--- src/rtl/ddrx_pkg.sv ---
// Shared types and constants for the DDR3 power-up / initialization sequencer.
package ddrx_pkg;

    localparam int CNT_W    = 16;
    localparam int BA_W     = 3;
    localparam int ADDR_W   = 13;
    localparam int TXPR_W   = 5;
    localparam int TMRD_W   = 4;
    localparam int TMOD_W   = 5;
    localparam int TZQ_W    = 5;

    localparam int                NUM_STEPS = 5;
    localparam logic [ADDR_W-1:0] ZQCL_ADDR = 13'h0400;

    typedef enum logic [1:0] {
        NOP  = 2'd0,
        MRS  = 2'd1,
        ZQCL = 2'd2
    } init_cmd_t;

    typedef enum logic [2:0] {
        RST_HOLD = 3'd0,
        CKE_WAIT = 3'd1,
        XPR_WAIT = 3'd2,
        ISSUE    = 3'd3,
        GAP      = 3'd4,
        DONE     = 3'd5
    } init_state_t;

    typedef struct packed {
        init_cmd_t         op;
        logic [BA_W-1:0]   ba;
        logic [ADDR_W-1:0] addr;
    } init_cmd_s;

    // A configured delay of 0 behaves as a 1-cycle delay.
    function automatic logic [CNT_W-1:0] min_one(input logic [CNT_W-1:0] v);
        return (v == '0) ? CNT_W'(1) : v;
    endfunction

endpackage

--- src/rtl/config_if.sv ---
// Controller configuration fields consumed by the init sequencer.
interface config_if;
    import ddrx_pkg::*;

    logic [ADDR_W-1:0] msr0;
    logic [ADDR_W-1:0] msr1;
    logic [ADDR_W-1:0] msr2;
    logic [ADDR_W-1:0] msr3;
    logic [TXPR_W-1:0] tXPR;
    logic [TMRD_W-1:0] tMRD;
    logic [TMOD_W-1:0] tMOD;
    logic [TZQ_W-1:0]  tZQinit;

    modport master (output msr0, msr1, msr2, msr3, tXPR, tMRD, tMOD, tZQinit);
    modport slave  (input  msr0, msr1, msr2, msr3, tXPR, tMRD, tMOD, tZQinit);
endinterface

--- src/rtl/ddrx_delay_cnt.sv ---
// Loadable 16-bit down-counter shared by every wait of the init sequencer.
// Reset preloads RST_VAL so the first wait needs no explicit load.
// expired is high while the count sits at 1; the count parks at 0.
module ddrx_delay_cnt
    import ddrx_pkg::*;
#(
    parameter logic [CNT_W-1:0] RST_VAL = 16'd1
) (
    input  logic             clk,
    input  logic             rst,
    input  logic             load,
    input  logic [CNT_W-1:0] value,
    output logic             expired
);

    logic [CNT_W-1:0] cnt_q;
    logic [CNT_W-1:0] cnt_d;

    // Next count: load wins, otherwise decrement until zero.
    always_comb begin
        cnt_d = cnt_q;
        if (load) begin
            cnt_d = value;
        end else if (cnt_q != '0) begin
            cnt_d = cnt_q - CNT_W'(1);
        end
    end

    // Count register.
    always_ff @(posedge clk or posedge rst) begin
        if (rst) begin
            cnt_q <= RST_VAL;
        end else begin
            cnt_q <= cnt_d;
        end
    end

    assign expired = (cnt_q == CNT_W'(1));

endmodule

--- src/rtl/ddrx_init_seq.sv ---
// DDR3 power-up sequencer: RESET#/CKE timing, then MR2, MR3, MR1, MR0, ZQCL.
//
// state    | meaning
// ---------+------------------------------------------------------------
// RST_HOLD | RESET# low, counting T_RESET_CYC
// CKE_WAIT | RESET# high, CKE low, counting T_CKE_CYC
// XPR_WAIT | CKE high, counting tXPR before the first command
// ISSUE    | command of step_q offered, waiting for cmd_ready
// GAP      | post-command delay (tMRD / tMOD / tZQinit)
// DONE     | initialization complete, held until rst
module ddrx_init_seq
    import ddrx_pkg::*;
#(
    parameter int unsigned T_RESET_CYC = 16,
    parameter int unsigned T_CKE_CYC   = 16
) (
    input  logic              clk,
    input  logic              rst,
    config_if.slave           cfg,
    output logic              cmd_valid,
    input  logic              cmd_ready,
    output init_cmd_t         cmd_op,
    output logic [BA_W-1:0]   cmd_ba,
    output logic [ADDR_W-1:0] cmd_addr,
    output logic              dram_reset_n,
    output logic              dram_cke,
    output logic              init_done
);

    localparam logic [2:0] LAST_STEP = 3'(NUM_STEPS - 1);

    init_state_t      state_q, state_d;
    logic [2:0]       step_q, step_d;
    init_cmd_s        payload_q, payload_d;
    init_cmd_s        step_cmd;
    logic [CNT_W-1:0] gap_cyc;
    logic             cnt_load;
    logic [CNT_W-1:0] cnt_value;
    logic             cnt_expired;

    ddrx_delay_cnt #(
        .RST_VAL (CNT_W'(T_RESET_CYC))
    ) u_delay_cnt (
        .clk     (clk),
        .rst     (rst),
        .load    (cnt_load),
        .value   (cnt_value),
        .expired (cnt_expired)
    );

    // Delay that follows the command of the current step, zero treated as one.
    always_comb begin
        gap_cyc = CNT_W'(1);
        case (step_q)
            3'd0, 3'd1, 3'd2: gap_cyc = min_one(CNT_W'(cfg.tMRD));
            3'd3:             gap_cyc = min_one(CNT_W'(cfg.tMOD));
            default:          gap_cyc = min_one(CNT_W'(cfg.tZQinit));
        endcase
    end

    // Next state, step and counter load.
    // The handshake cycle is the first cycle of the gap, so the counter is
    // loaded with gap-1 and a 1-cycle gap goes straight to the next command.
    always_comb begin
        state_d   = state_q;
        step_d    = step_q;
        cnt_load  = 1'b0;
        cnt_value = '0;
        case (state_q)
            RST_HOLD: begin
                if (cnt_expired) begin
                    state_d   = CKE_WAIT;
                    cnt_load  = 1'b1;
                    cnt_value = CNT_W'(T_CKE_CYC);
                end
            end
            CKE_WAIT: begin
                if (cnt_expired) begin
                    state_d   = XPR_WAIT;
                    cnt_load  = 1'b1;
                    cnt_value = min_one(CNT_W'(cfg.tXPR));
                end
            end
            XPR_WAIT: begin
                if (cnt_expired) begin
                    state_d = ISSUE;
                    step_d  = 3'd0;
                end
            end
            ISSUE: begin
                if (cmd_ready) begin
                    if (gap_cyc == CNT_W'(1)) begin
                        if (step_q == LAST_STEP) begin
                            state_d = DONE;
                        end else begin
                            step_d = step_q + 3'd1;
                        end
                    end else begin
                        state_d   = GAP;
                        cnt_load  = 1'b1;
                        cnt_value = gap_cyc - CNT_W'(1);
                    end
                end
            end
            GAP: begin
                if (cnt_expired) begin
                    if (step_q == LAST_STEP) begin
                        state_d = DONE;
                    end else begin
                        state_d = ISSUE;
                        step_d  = step_q + 3'd1;
                    end
                end
            end
            DONE: begin
                state_d = DONE;
            end
            default: begin
                state_d = RST_HOLD;
            end
        endcase
    end

    // Command decode for the step being entered; payload is captured on
    // entry to ISSUE so it cannot move while the command path stalls.
    always_comb begin
        step_cmd = '{op: MRS, ba: '0, addr: '0};
        case (step_d)
            3'd0: step_cmd = '{op: MRS, ba: 3'd2, addr: cfg.msr2};
            3'd1: step_cmd = '{op: MRS, ba: 3'd3, addr: cfg.msr3};
            3'd2: step_cmd = '{op: MRS, ba: 3'd1, addr: cfg.msr1};
            3'd3: step_cmd = '{op: MRS, ba: 3'd0, addr: cfg.msr0};
            default: step_cmd = '{op: ZQCL, ba: '0, addr: ZQCL_ADDR};
        endcase

        payload_d = '{op: NOP, ba: '0, addr: '0};
        if (state_d == ISSUE) begin
            if ((state_q != ISSUE) || cmd_ready) begin
                payload_d = step_cmd;
            end else begin
                payload_d = payload_q;
            end
        end
    end

    // State, step and payload registers.
    always_ff @(posedge clk or posedge rst) begin
        if (rst) begin
            state_q   <= RST_HOLD;
            step_q    <= 3'd0;
            payload_q <= '{op: NOP, ba: '0, addr: '0};
        end else begin
            state_q   <= state_d;
            step_q    <= step_d;
            payload_q <= payload_d;
        end
    end

    assign cmd_valid    = (state_q == ISSUE);
    assign cmd_op       = payload_q.op;
    assign cmd_ba       = payload_q.ba;
    assign cmd_addr     = payload_q.addr;
    assign dram_reset_n = (state_q != RST_HOLD);
    assign dram_cke     = (state_q != RST_HOLD) && (state_q != CKE_WAIT);
    assign init_done    = (state_q == DONE);

endmodule

--- src/flat_wrapper.sv ---
// flat-port wrapper written by rule: the top's interface ports become plain ports
module ddrx_init_seq_flat import ddrx_pkg::*;
#(
    parameter int unsigned T_RESET_CYC = 16,
    parameter int unsigned T_CKE_CYC   = 16
)
  (clk, rst, cmd_valid, cmd_ready, cmd_op, cmd_ba, cmd_addr, dram_reset_n, dram_cke, init_done, cfg_msr0, cfg_msr1, cfg_msr2, cfg_msr3, cfg_tXPR, cfg_tMRD, cfg_tMOD, cfg_tZQinit);
  config_if cfg_i ();
  input  logic clk;
  input  logic rst;
  output logic cmd_valid;
  input  logic cmd_ready;
  output init_cmd_t cmd_op;
  output logic [BA_W-1:0] cmd_ba;
  output logic [ADDR_W-1:0] cmd_addr;
  output logic dram_reset_n;
  output logic dram_cke;
  output logic init_done;
  input wire logic [$bits(cfg_i.msr0)-1:0] cfg_msr0;
  input wire logic [$bits(cfg_i.msr1)-1:0] cfg_msr1;
  input wire logic [$bits(cfg_i.msr2)-1:0] cfg_msr2;
  input wire logic [$bits(cfg_i.msr3)-1:0] cfg_msr3;
  input wire logic [$bits(cfg_i.tXPR)-1:0] cfg_tXPR;
  input wire logic [$bits(cfg_i.tMRD)-1:0] cfg_tMRD;
  input wire logic [$bits(cfg_i.tMOD)-1:0] cfg_tMOD;
  input wire logic [$bits(cfg_i.tZQinit)-1:0] cfg_tZQinit;
  assign cfg_i.msr0 = cfg_msr0;
  assign cfg_i.msr1 = cfg_msr1;
  assign cfg_i.msr2 = cfg_msr2;
  assign cfg_i.msr3 = cfg_msr3;
  assign cfg_i.tXPR = cfg_tXPR;
  assign cfg_i.tMRD = cfg_tMRD;
  assign cfg_i.tMOD = cfg_tMOD;
  assign cfg_i.tZQinit = cfg_tZQinit;
  ddrx_init_seq #(.T_RESET_CYC(T_RESET_CYC), .T_CKE_CYC(T_CKE_CYC)) u_core (.clk(clk), .rst(rst), .cfg(cfg_i), .cmd_valid(cmd_valid), .cmd_ready(cmd_ready), .cmd_op(cmd_op), .cmd_ba(cmd_ba), .cmd_addr(cmd_addr), .dram_reset_n(dram_reset_n), .dram_cke(dram_cke), .init_done(init_done));
endmodule
--- config.mk ---
export PLATFORM = sky130hd
export DESIGN_NAME = ddrx_init_seq_flat
export DESIGN_NICKNAME = d
export VERILOG_FILES = /design/src/rtl/ddrx_pkg.sv /design/src/rtl/config_if.sv /design/src/rtl/ddrx_delay_cnt.sv /design/src/rtl/ddrx_init_seq.sv /design/src/flat_wrapper.sv
export SDC_FILE = /design/constraint.sdc
export NUM_CORES = 1
export LEC_CHECK = 0
export BUFFER_PORTS_ARGS = -buffer_cell sky130_fd_sc_hd__buf_4
export CORE_MARGIN = 5
export CORE_UTILIZATION = 40
export DETAILED_ROUTE_END_ITERATION = 8
export PLACE_DENSITY_LB_ADDON = 0.1
export SETUP_SLACK_MARGIN = 0.3
export SLEW_MARGIN = 0
export SYNTH_ARGS = -nofsm -noshare
export SYNTH_HDL_FRONTEND = slang
export SYNTH_SLANG_ARGS = --single-unit
--- constraint.sdc ---
create_clock -name clk -period 9.2 [get_ports clk]
set_input_delay 0.46 -clock clk [delete_from_list [all_inputs] [get_ports clk]]
set_output_delay 0.46 -clock clk [all_outputs]
set_load 0.01 [all_outputs]
==> results.sh <==
export IMPL_drt_wl_total_mm=8.19
export IMPL_drive_above_1_share=0.313
export IMPL_cp_max_fo=26
export IMPL_routabilityCongestion=0.864
export IMPL_grt_use_total=0.184
export IMPL_multiInputGateArea_mm2=0.00185
export IMPL_synth_enable_flop_cells=0
export IMPL_die_h_um=95.9
export IMPL_htree_levels=2
export IMPL_areaGrowthSynthToFinish_pct=30.2
export IMPL_dp_hpwl_mm=6.50
export IMPL_cts_resized=0
export IMPL_cp_start_kind="flop"
export IMPL_netlist_instances=327
export IMPL_synthFlopType="dfrtp_1"
export IMPL_finalHoldViolations=0
export IMPL_drv_slew=0
export IMPL_peakVddDrop_v=0.0000788
export IMPL_p_sw_frac=0.212
export IMPL_ys_types=69
export IMPL_fillers=723
export IMPL_required_ns=9.36
export IMPL_initial_utilization=0.409
export IMPL_grt_max_degree=40
export IMPL_power_leakage_nw=1.84
export IMPL_period_needed_ns=4.08
export IMPL_core_area_mm2=0.00721
export IMPL_viasPerCell=5.46
export IMPL_clk_pin_slew_worst_paths_ns=0.08
export IMPL_wl_per_cell_um=15.8
export IMPL_min_path_type="input port to async pin"
export IMPL_met2_usage=0.328
export IMPL_die_w_um=95.9
export IMPL_preCtsSetupSlack_ns=5.10
export IMPL_vias=2824
export IMPL_p_switching_uw=76.9
export IMPL_placed_cell_area_mm2=0.00373
export IMPL_power_frac_seq=0.473
export IMPL_tightest_slew_ns=0.737
export IMPL_fin_tns_setup_ns=0
export IMPL_register_area_um2=977
export IMPL_cts_tree="built"
export IMPL_final_setup_worst_slack_ns=5.12
export IMPL_die_area_mm2=0.00920
export IMPL_r2r_cells=16
export IMPL_rsz0062_at_grt="false"
export IMPL_endpoint_kind="flop"
export IMPL_combPwrFrac=0.114
export IMPL_syn_area_mm2=0.00295
export IMPL_outcome="complete, no violations"
export IMPL_grt_overflow_total=0
export IMPL_finalSetupViolCount=0
export IMPL_antenna_cells=0
export IMPL_slew_headroom=0.504
export IMPL_antenna_found_initial=0
export IMPL_top_level_ports=96
export IMPL_cts_sinks=39
export IMPL_drt_iter0_drc=154
export IMPL_ys_seq_elements=39
export IMPL_clockPowerShare=0.412
export IMPL_grt_busiest_layer="met2"
export IMPL_async_reset_ff_frac=1.00
export IMPL_grt_pass1_wl_mm=13.6
export IMPL_post_cts_setup_buffers=0
export IMPL_gr_usage_met3=0.0367
export IMPL_grt_pass1_vias=2943
export IMPL_fin_nets=501
export IMPL_syn_nets=411
export IMPL_clk_path_buf_depth=2
export IMPL_insertion_delay_ns=0.29
export IMPL_skew_ns=0.00243
export IMPL_arrival_ns=4.24
export IMPL_final_cell_area_mm2=0.00384
export IMPL_ys_warn_count=0
export IMPL_drtAntennaViolNets=0
export IMPL_powerDensity_mw_per_mm2=94.1
export IMPL_fp_row_count=31
export IMPL_intPower_uw=285
export IMPL_firstDrtPassIters=4
export IMPL_final_cell_mix="buf_4, nand2_1, dfrtp_1"
export IMPL_ctsRootBufferMaster="clkbuf_8"
export IMPL_crit_type="flop to flop"
export IMPL_cap_violations=0
export IMPL_ys_seq_area_frac=0.331
export IMPL_syn_avg_cell_area_um2=9.03
export IMPL_fin_crit_sh=0.443
export IMPL_cts_inserted_buffers=5
export IMPL_drc=0
export IMPL_grtUsageMet1=0.227
export IMPL_layout_commonest_cell="buf_4"
export IMPL_fmaxAchievable_mhz=245
export IMPL_hold_buffers=0
export IMPL_io_buffers=94
==> power by group through the flow <==
stage | Sequential (mW) | Clock (mW) | Combinational (mW)
global route | 0.171 | 0.161 | 0.0459
CTS | 0.171 | 0.153 | 0.0420
global placement | 0.175 | 0 | 0.0415
floorplan | 0.175 | 0 | 0.0138
finish | 0.171 | 0.149 | 0.0414
detailed placement | 0.175 | 0 | 0.0419
==> logic make-up after synthesis <==
logic type,after synthesis,share of synthesized area
muxes,25,0.0872
buffers and inverters,28,0.0445
other,1,0.00127
adders and majority gates,10,0.0424
DFF,39,0.331
and+or+nand+nor,131,0.252
AOI/OAI and AO/OA,81,0.207
xor gates and xnor gates,12,0.0356
==> path summary, 6_finish.rpt <==
check	startpoint	endpoint	slack, ns
min reg2reg	u_core.cmd_ba[0]	u_core.cmd_ba[0]	0.50
min	rst	u_core.cmd_addr[2]	0.29
max	u_core.step_q[1]	u_core.cmd_addr[1]	5.12
max reg2reg	u_core.step_q[1]	u_core.cmd_addr[1]	5.12
max in group asynchronous	rst	u_core.u_delay_cnt.cnt_q[4]	8.54
min in group clk	cfg_tXPR[2]	u_core.u_delay_cnt.cnt_q[2]	0.46
==> through the flow <==
stage / power [mW] / hold slack, ns / utilization / cells
2_1_floorplan: 0.188 / 0.515 / - / 327
3_3_place_gp: 0.216 / 0.473 / 0.517 / 509
3_5_place_dp: 0.217 / 0.476 / 0.517 / 509
6_report: 0.362 / 0.294 / 0.533 / 517
5_1_grt: 0.378 / 0.355 / 0.533 / 517
4_1_cts: 0.366 / 0.316 / 0.533 / 517
==> layer usage <==
layer  vias up  part of all wire
met5         -                 0
met4         0            0.0057
met3         4             0.051
met2        81              0.54
met1      1345              0.41
li1       1394                 -
==> area by class of cell <==
type / instances / area share
repair buffers: 97 / 0.189
multi-input cells: 260 / 0.480
flip-flops and latches: 39 / 0.254
inverters: 14 / 0.0137
clock buffers: 6 / 0.0215
well taps: 99 / 0.0322
clock inverters: 2 / 0.00911
==> worst max-delay path, stage by stage (launching register included) <==
cell and delay, ns:
dfrtp_1 0.48, inv_1 0.12, ha_1 0.25, nor3_2 0.18, nor2_1 0.14, a22o_2 0.28
a21oi_1 0.21, ha_1 0.26, nand2_1 0.09, nor2_1 0.09, nand3_1 0.10, or3_4 0.37
a311oi_4 0.30, buf_4 0.40, mux2_2 0.39, a21oi_1 0.18, o221ai_2 0.11
==> synth_stat cells, types with 3 or more instances <==
master / instances / area (um^2)
nor3b_1: 3 / 22.5
nor3_1: 6 / 30.0
o21ai_0: 14 / 70.1
mux2_1: 3 / 33.8
o221ai_1: 6 / 52.6
clkbuf_1: 7 / 26.3
a211oi_1: 3 / 22.5
inv_1: 13 / 48.8
nor4_1: 8 / 50.1
nor2_1: 18 / 67.6
xor2_1: 3 / 26.3
xnor2_1: 9 / 78.8
and2_1: 6 / 37.5
nor2b_1: 5 / 31.3
buf_2: 3 / 15.0
nand2_1: 42 / 158
mux2_2: 3 / 33.8
nand3_1: 12 / 60.1
and3_1: 6 / 37.5
mux2i_1: 19 / 190
nand4_1: 3 / 18.8
o211ai_1: 6 / 45.0
dfrtp_1: 38 / 951
a221oi_1: 3 / 26.3
a21oi_1: 19 / 95.1
nor4_4: 3 / 63.8
ha_1: 10 / 125
==> registers in the layout, summed over array words and instances (netlist names) <==
name and cells:
u_core.u_delay_cnt.cnt_q 16, u_core.state_q 3, u_core.step_q 3, u_core.cmd_op 2
u_core.cmd_addr 13, u_core.cmd_ba 2
Note: power is estimated with default switching activity, not from simulation.
